`src/rtl/mw_pkg.sv`:
```
// Shared types and constants for the microwave controller: state encoding,
// BCD digit geometry and keypad decode helpers.
package mw_pkg;

    typedef enum logic [2:0] {
        ST_IDLE  = 3'd0,
        ST_SET   = 3'd1,
        ST_COOK  = 3'd2,
        ST_PAUSE = 3'd3,
        ST_DONE  = 3'd4
    } state_t;

    localparam int DIGIT_W      = 4;
    localparam int SEC_TENS_MAX = 5;
    localparam int POWER_FULL   = 10;

    function automatic logic is_onehot(input logic [9:0] k);
        return (k != '0) && ((k & (k - 10'd1)) == '0);
    endfunction

    function automatic logic [3:0] key_digit(input logic [9:0] k);
        logic [3:0] d;
        d = '0;
        for (int i = 0; i < 10; i++)
            if (k[i]) d = 4'(i);
        return d;
    endfunction

endpackage

```
`src/rtl/mw_bcd_countdown.sv`:
```
// BCD mm:ss down-counter chain with shift-in entry; sec_tens wraps to 5,
// every other digit wraps to 9. Holds at zero.
import mw_pkg::*;

module mw_bcd_countdown #(
    parameter int MIN_DIGITS = 1
) (
    input  logic                                  clk,
    input  logic                                  reset,
    input  logic                                  clear,
    input  logic                                  load,
    input  logic [DIGIT_W-1:0]                    digit,
    input  logic                                  tick,
    output logic [DIGIT_W*(MIN_DIGITS+2)-1:0]     digits,
    output logic                                  zero
);

    localparam int N = MIN_DIGITS + 2;

    logic [N-1:0][DIGIT_W-1:0] d_q, dec_d;
    logic                      run;

    assign digits = d_q;
    assign zero   = (d_q == '0);

    // Borrow ripples upward only through digits that are currently zero.
    always_comb begin
        dec_d = d_q;
        run   = 1'b1;
        for (int i = 0; i < N; i++) begin
            if (run) begin
                if (d_q[i] == '0) begin
                    dec_d[i] = (i == 1) ? DIGIT_W'(SEC_TENS_MAX) : DIGIT_W'(9);
                end else begin
                    dec_d[i] = d_q[i] - DIGIT_W'(1);
                    run      = 1'b0;
                end
            end
        end
    end

    always_ff @(posedge clk) begin
        if (reset || clear)
            d_q <= '0;
        else if (load)
            d_q <= {d_q[N-2:0], digit};
        else if (tick && !zero)
            d_q <= dec_d;
    end

endmodule

```
`src/rtl/micro_waves_control_p.sv`:
```
// Microwave controller top: button/keypad edge detect, cook FSM, 1 Hz prescaler
// and magnetron gating. Optional power levels under `POWER_LEVEL_EN`.
import mw_pkg::*;

module micro_waves_control_p #(
    parameter int CLK_FREQ_HZ = 1000,
    parameter int MIN_DIGITS  = 1
) (
    input  logic                                  clk,
    input  logic                                  reset,
    input  logic                                  startn,
    input  logic                                  stopn,
    input  logic                                  clearn,
    input  logic                                  door_closed,
    input  logic [9:0]                            keypad,
`ifdef POWER_LEVEL_EN
    input  logic                                  power_n,
    output logic [3:0]                            power_lvl,
`endif
    output logic [DIGIT_W*(MIN_DIGITS+2)-1:0]     time_bcd,
    output logic                                  mag_on,
    output logic                                  done,
    output logic [2:0]                            state
);

    localparam int TW = DIGIT_W * (MIN_DIGITS + 2);
    localparam int PW = $clog2(CLK_FREQ_HZ);

    state_t      st_q, st_n;
    logic        start_q, stop_q, clear_q;
    logic [9:0]  key_q;
    logic        start_ev, stop_ev, clear_ev, key_ev;
    logic [PW-1:0] presc_q;
    logic        tick, load, clr, dec, zero, last;

    assign start_ev = start_q & ~startn;
    assign stop_ev  = stop_q  & ~stopn;
    assign clear_ev = clear_q & ~clearn;
    assign key_ev   = is_onehot(keypad) && (keypad != key_q);
    assign tick     = (st_q == ST_COOK) && (presc_q == PW'(CLK_FREQ_HZ - 1));
    assign last     = (time_bcd == TW'(1));

`ifdef POWER_LEVEL_EN
    logic       pwr_q, pwr_ev, arm_q, arm_d, lvl_wr;
    logic [3:0] lvl_q, win_q;
    assign pwr_ev    = pwr_q & ~power_n;
    assign power_lvl = lvl_q;
`endif

    always_ff @(posedge clk) begin
        if (reset) begin
            st_q    <= ST_IDLE;
            start_q <= 1'b1;
            stop_q  <= 1'b1;
            clear_q <= 1'b1;
            key_q   <= '0;
        end else begin
            st_q    <= st_n;
            start_q <= startn;
            stop_q  <= stopn;
            clear_q <= clearn;
            key_q   <= keypad;
        end
    end

    // Prescaler restarts on every entry to COOK so a resumed cook gets a full second.
    always_ff @(posedge clk) begin
        if (reset)
            presc_q <= '0;
        else if (st_q != ST_COOK && st_n == ST_COOK)
            presc_q <= '0;
        else if (st_q == ST_COOK)
            presc_q <= tick ? '0 : presc_q + PW'(1);
    end

    always_comb begin
        st_n = st_q;
        load = 1'b0;
        clr  = 1'b0;
        dec  = 1'b0;
`ifdef POWER_LEVEL_EN
        arm_d  = arm_q;
        lvl_wr = 1'b0;
`endif
        if (clear_ev) begin
            st_n = ST_IDLE;
            clr  = 1'b1;
        end else begin
            case (st_q)
                ST_IDLE, ST_SET: begin
                    if (start_ev) begin
                        if (st_q == ST_SET && door_closed && !zero) st_n = ST_COOK;
                    end
`ifdef POWER_LEVEL_EN
                    else if (pwr_ev && st_q == ST_SET) arm_d = 1'b1;
                    else if (key_ev && arm_q) begin
                        lvl_wr = 1'b1;
                        arm_d  = 1'b0;
                    end
`endif
                    else if (key_ev) begin
                        load = 1'b1;
                        st_n = ST_SET;
                    end
                end
                ST_COOK: begin
                    if (!door_closed || stop_ev) st_n = ST_PAUSE;
                    else if (tick) begin
                        dec = 1'b1;
                        if (last) st_n = ST_DONE;
                    end
                end
                ST_PAUSE: begin
                    if (stop_ev) begin
                        st_n = ST_IDLE;
                        clr  = 1'b1;
                    end else if (start_ev && door_closed) begin
                        st_n = ST_COOK;
                    end
                end
                ST_DONE: begin
                    if (stop_ev || start_ev || key_ev
`ifdef POWER_LEVEL_EN
                        || pwr_ev
`endif
                    ) begin
                        st_n = ST_IDLE;
                        load = key_ev && !stop_ev && !start_ev;
                    end
                end
                default: st_n = ST_IDLE;
            endcase
        end
    end

`ifdef POWER_LEVEL_EN
    // Duty window: 0..9 seconds, magnetron enabled while window < level.
    always_ff @(posedge clk) begin
        if (reset) begin
            pwr_q <= 1'b1;
            arm_q <= 1'b0;
            lvl_q <= 4'(POWER_FULL);
            win_q <= '0;
        end else begin
            pwr_q <= power_n;
            arm_q <= (st_n == ST_SET) ? arm_d : 1'b0;
            if (lvl_wr)
                lvl_q <= (key_digit(keypad) == 4'd0) ? 4'(POWER_FULL) : key_digit(keypad);
            if (st_q != ST_COOK && st_n == ST_COOK)
                win_q <= '0;
            else if (dec)
                win_q <= (win_q == 4'd9) ? 4'd0 : win_q + 4'd1;
        end
    end
    assign mag_on = (st_q == ST_COOK) && door_closed && (win_q < lvl_q);
`else
    assign mag_on = (st_q == ST_COOK) && door_closed;
`endif

    assign done  = (st_q == ST_DONE);
    assign state = st_q;

    mw_bcd_countdown #(.MIN_DIGITS(MIN_DIGITS)) u_cnt (
        .clk    (clk),
        .reset  (reset),
        .clear  (clr),
        .load   (load),
        .digit  (key_digit(keypad)),
        .tick   (dec),
        .digits (time_bcd),
        .zero   (zero)
    );

endmodule

```
`config.mk`:
```
export PLATFORM = sky130hd
export DESIGN_NAME = micro_waves_control_p
export DESIGN_NICKNAME = d
export VERILOG_FILES = /design/src/rtl/mw_pkg.sv /design/src/rtl/mw_bcd_countdown.sv /design/src/rtl/micro_waves_control_p.sv
export SDC_FILE = /design/constraint.sdc
export NUM_CORES = 1
export LEC_CHECK = 0
export CAP_MARGIN = 20
export CELL_PAD_IN_SITES_DETAIL_PLACEMENT = 1
export CELL_PAD_IN_SITES_GLOBAL_PLACEMENT = 1
export CORE_MARGIN = 8
export CORE_UTILIZATION = 40
export CTS_CLUSTER_SIZE = 20
export DETAILED_ROUTE_END_ITERATION = 10
export HOLD_SLACK_MARGIN = 0.03
export PLACE_DENSITY = 0.82
export RECOVER_POWER = 25
export SLEW_MARGIN = 25
export SYNTH_ARGS = -nofsm -noshare
export SYNTH_HDL_FRONTEND = slang
export SYNTH_SLANG_ARGS = --single-unit
```
`constraint.sdc`:
```
create_clock -name clk -period 3.5 [get_ports clk]
set_clock_uncertainty 0.05 [all_clocks]
set_input_delay 0.7 -clock clk [delete_from_list [all_inputs] [get_ports clk]]
set_output_delay 0.7 -clock clk [all_outputs]
set_load 0.02 [all_outputs]
```
==> summary.txt <==
Drt
  • Vias post-DR: 2093
  • DRT antenna net count: 0
  • First-iteration detailed-routing DRC count: 140
  • Total iterations of the first detailed-routing run: 4
  • Final wirelength: 6010 um
  • Wire per inst: 15.9 um
  • DRC: 0
  • Routed vias/inst: 5.54

Clocking
  • Skew-Pair Late Insertion Delay: 0.29 ns
  • Clock net sink count: 38
  • TritonCTS buffer count: 5
  • CTS clk-pin slew, worst paths: 0.07 ns
  • TritonCTS clock tree: done
  • Post_cts resized: 0
  • Clk root buf: clkbuf_8
  • Post-CTS setup buffer count: 0
  • Hold Buf Count CTS: 0
  • H-tree levels: 2
  • CTS Buffer Depth: 2

Timing
  • Min Clock Period, post-route: 2.99 ns
  • Final Hold Vio Count: 0
  • Fin worst setup slack: 0.515 ns
  • Slew margin rel.: 38.0%
  • RSZ-0062 raised after global routing: no
  • Fmax: 0.335 GHz
  • # setup viols final: 0
  • Slew of the pin with the lowest slew margin: 0.931 ns
  • Worst hold slack: 0.496 ns
  • Tcrit/Tclk final: 85.3%
  • Slew Viols, Final: 0
  • Fin Setup TNS: 0 ns

Global route
  • Vias in the first global route: 2200
  • Initial antenna violation count: 0
  • All-Layer GR Usage: 15.2%
  • Largest net degree at the start of global routing: 22
  • GRT overflow: 0
  • First-pass GRT wire length: 10600 um

Power and ir drop
  • Sequential share of power: 48.9%
  • Sw frac: 23.1%
  • Leak: 0.938 nW
  • Final Power: 0.000909 W
  • Clock power share: 40.1%
  • Max IR drop VDD: 165 uV
  • Sw Pwr: 0.000210 W
  • PD cells: 330 mW/mm^2
  • Pint: 0.000699 W
  • Combinational share of power: 11.1%

Place
  • PortBufs: 32
  • Pre-CTS setup slack: 0.202 ns
  • DP HPWL: 4540 um
  • Gpl congestion: 0.818

Die
  • I/O Pins: 33
  • DIE HEIGHT: 90.0 um
  • Num rows: 27
  • Die Area: 0.00811 sq mm
  • Core Area: 0.00541 sq mm
  • Initial Util: 40.6%
  • Die width: 90.0 um

Critical path
  • Critical path data required time: 3.67 ns
  • R2R cell count: 7
  • Critical path arrival: 3.16 ns
  • Crit Path Class: in -> reg
  • R2R Setup Slk: 0.94 ns
  • Worst r2r src: state[1]
  • Startpoint Class: input pin
  • Peak fanout along the critical path: 2
  • RR Endpoint: u_cnt.digits[7]
  • Setup crit end kind: flip-flop

Layout
  • Fill count: 673
  • ANT cells: 0
  • Core Util, Final: 50.9%
  • Layout cells sized above 1: 11.8%
  • P&R area growth vs syn: 25.5%
  • Total Nets Final: 322

Logic synthesis
  • Post-synth EDFFs: 0
  • Total nets after synthesis: 283
  • Main flop type after synthesis: dfxtp_1
  • Library cells used by synthesis: 52
  • Synthesized instance count: 266
  • Sequential fraction of the synthesis area: 34.7%
  • Yosys warning total: 0
  • #FFs+latches synth: 38
  • Mapped Avg Cell Area: 8.24 sq um
  • Post-synthesis async set-or-reset flop share: 0%
  • Mapped cell area: 0.00219 sq mm

Worst hold path
  • HP Class: reg -> reg
  • WHS Path Cells: 2
  • Hold endpoint: u_cnt.digits[9]
  • Hold Path Origin: u_cnt.digits[9]

Flow run
  • Max Cap Viol: 0

Run status
  • Outcome: finished clean
## layer usage
metal  vias to the layer above  wire length, um  GRT usage [%]
li1                       1048                -              -
met1                      1001             2780           18.2
met2                        36             2950           26.7
met3                         8              177           2.58
met4                         0               99           5.27
met5                         -                0              0
## final cells by class
cell class                 instances  area [sq um]  share of cell area (%)
tap                               72          90.1                    3.27
clock buffer                       7          76.3                    2.77
multi-input combinational        210          1350                    49.2
inverter                           3          11.3                   0.409
timing repair buffer              47           429                    15.6
clock inverter                     1          30.0                    1.09
sequential                        38           761                    27.6
## synth_stat cells (all sizes together), types with 2 or more instances
master | number | share of area [%]
nand4b | 2 | 0.80
o21bai | 2 | 0.68
o21ai | 7 | 1.6
buf | 5 | 1.3
or3b | 2 | 0.80
or4 | 6 | 2.4
and3 | 5 | 1.4
nand2 | 14 | 2.4
nor4 | 9 | 3.9
xor2 | 10 | 4.0
or2 | 6 | 1.7
nand3 | 7 | 1.6
o211ai | 4 | 1.4
nor3b | 3 | 1.0
nand2b | 2 | 0.57
nor2 | 27 | 4.6
mux2i | 2 | 0.91
and2 | 2 | 0.57
clkbuf | 10 | 1.7
nand4 | 4 | 1.1
nor2b | 14 | 4.0
inv | 3 | 0.51
a21oi | 14 | 3.2
dfxtp | 38 | 35
a31oi | 4 | 1.1
a211oi | 7 | 2.6
nor3 | 28 | 6.6
xnor2 | 12 | 4.8
## cells by family after synthesis
family | share of synthesized area [%]
AO/OA/AOI/OAI | 15.5
XOR/XNOR | 8.79
adder cells (fa/ha/maj) | 1.03
buffers and inverters | 3.54
flip-flops | 34.7
multiplexers | 1.43
AND/OR/NAND/NOR | 35.0
## power groups by stage
stage | Combinational [W] | Sequential (W) | Clock [W]
after floorplan | 0.0000600 | 0.000453 | 0
after global placement | 0.0000989 | 0.000454 | 0
after detailed placement | 0.000102 | 0.000454 | 0
after CTS | 0.000102 | 0.000444 | 0.000372
after global routing | 0.000112 | 0.000445 | 0.000388
final | 0.000101 | 0.000444 | 0.000364
## flip-flops by register name (all words and copies together), names as in the netlist
name / flops
key_q: 10
state: 3
u_cnt.digits: 12
start_q: 1
stop_q: 1
presc_q: 10
clear_q: 1
## placed cells by master (no fill, tap or decap), types with 2 or more instances in the layout
master	instances
dfxtp_1	38
clkdlybuf4s50_1	31
nor2_1	27
nor3_1	27
nor2b_1	14
a21oi_1	14
nand2_1	14
buf_4	14
xnor2_1	12
xor2_1	10
o21ai_0	7
nor4_1	7
nand3_1	7
or2_2	6
a211oi_1	6
and3_1	5
clkbuf_8	5
nand4_1	4
a31oi_1	4
or4_1	4
o211ai_1	4
nor3b_1	3
inv_1	3
clkbuf_1	3
and2_1	2
nand2b_1	2
or4_4	2
nor4_4	2
nand4b_1	2
mux2i_1	2
o21bai_1	2
## critical path: stages
cell and delay, ns:
clkdlybuf4s50_1 0.42, or4_4 0.56, a2111oi_4 0.34, nor3_2 0.12, or4_4 0.43, or4_1 0.47, a21oi_1 0.12
## metrics by stage
stage	std cells	cell area (sq um)
4_1_cts	378	2760
5_1_grt	378	2750
3_5_place_dp	370	2650
3_3_place_gp	370	2650
2_1_floorplan	266	2190
6_report	378	2750
## worst max path at each step
stage                     startpoint         endpoint
after floorplan            keypad[2]  u_cnt.digits[1]
after global placement     keypad[0]  u_cnt.digits[1]
after detailed placement   keypad[0]  u_cnt.digits[1]
after CTS                  keypad[0]  u_cnt.digits[1]
after global routing       keypad[5]  u_cnt.digits[5]
final                      keypad[0]  u_cnt.digits[1]
No activity file was read; power rests on OpenSTA's default activity.
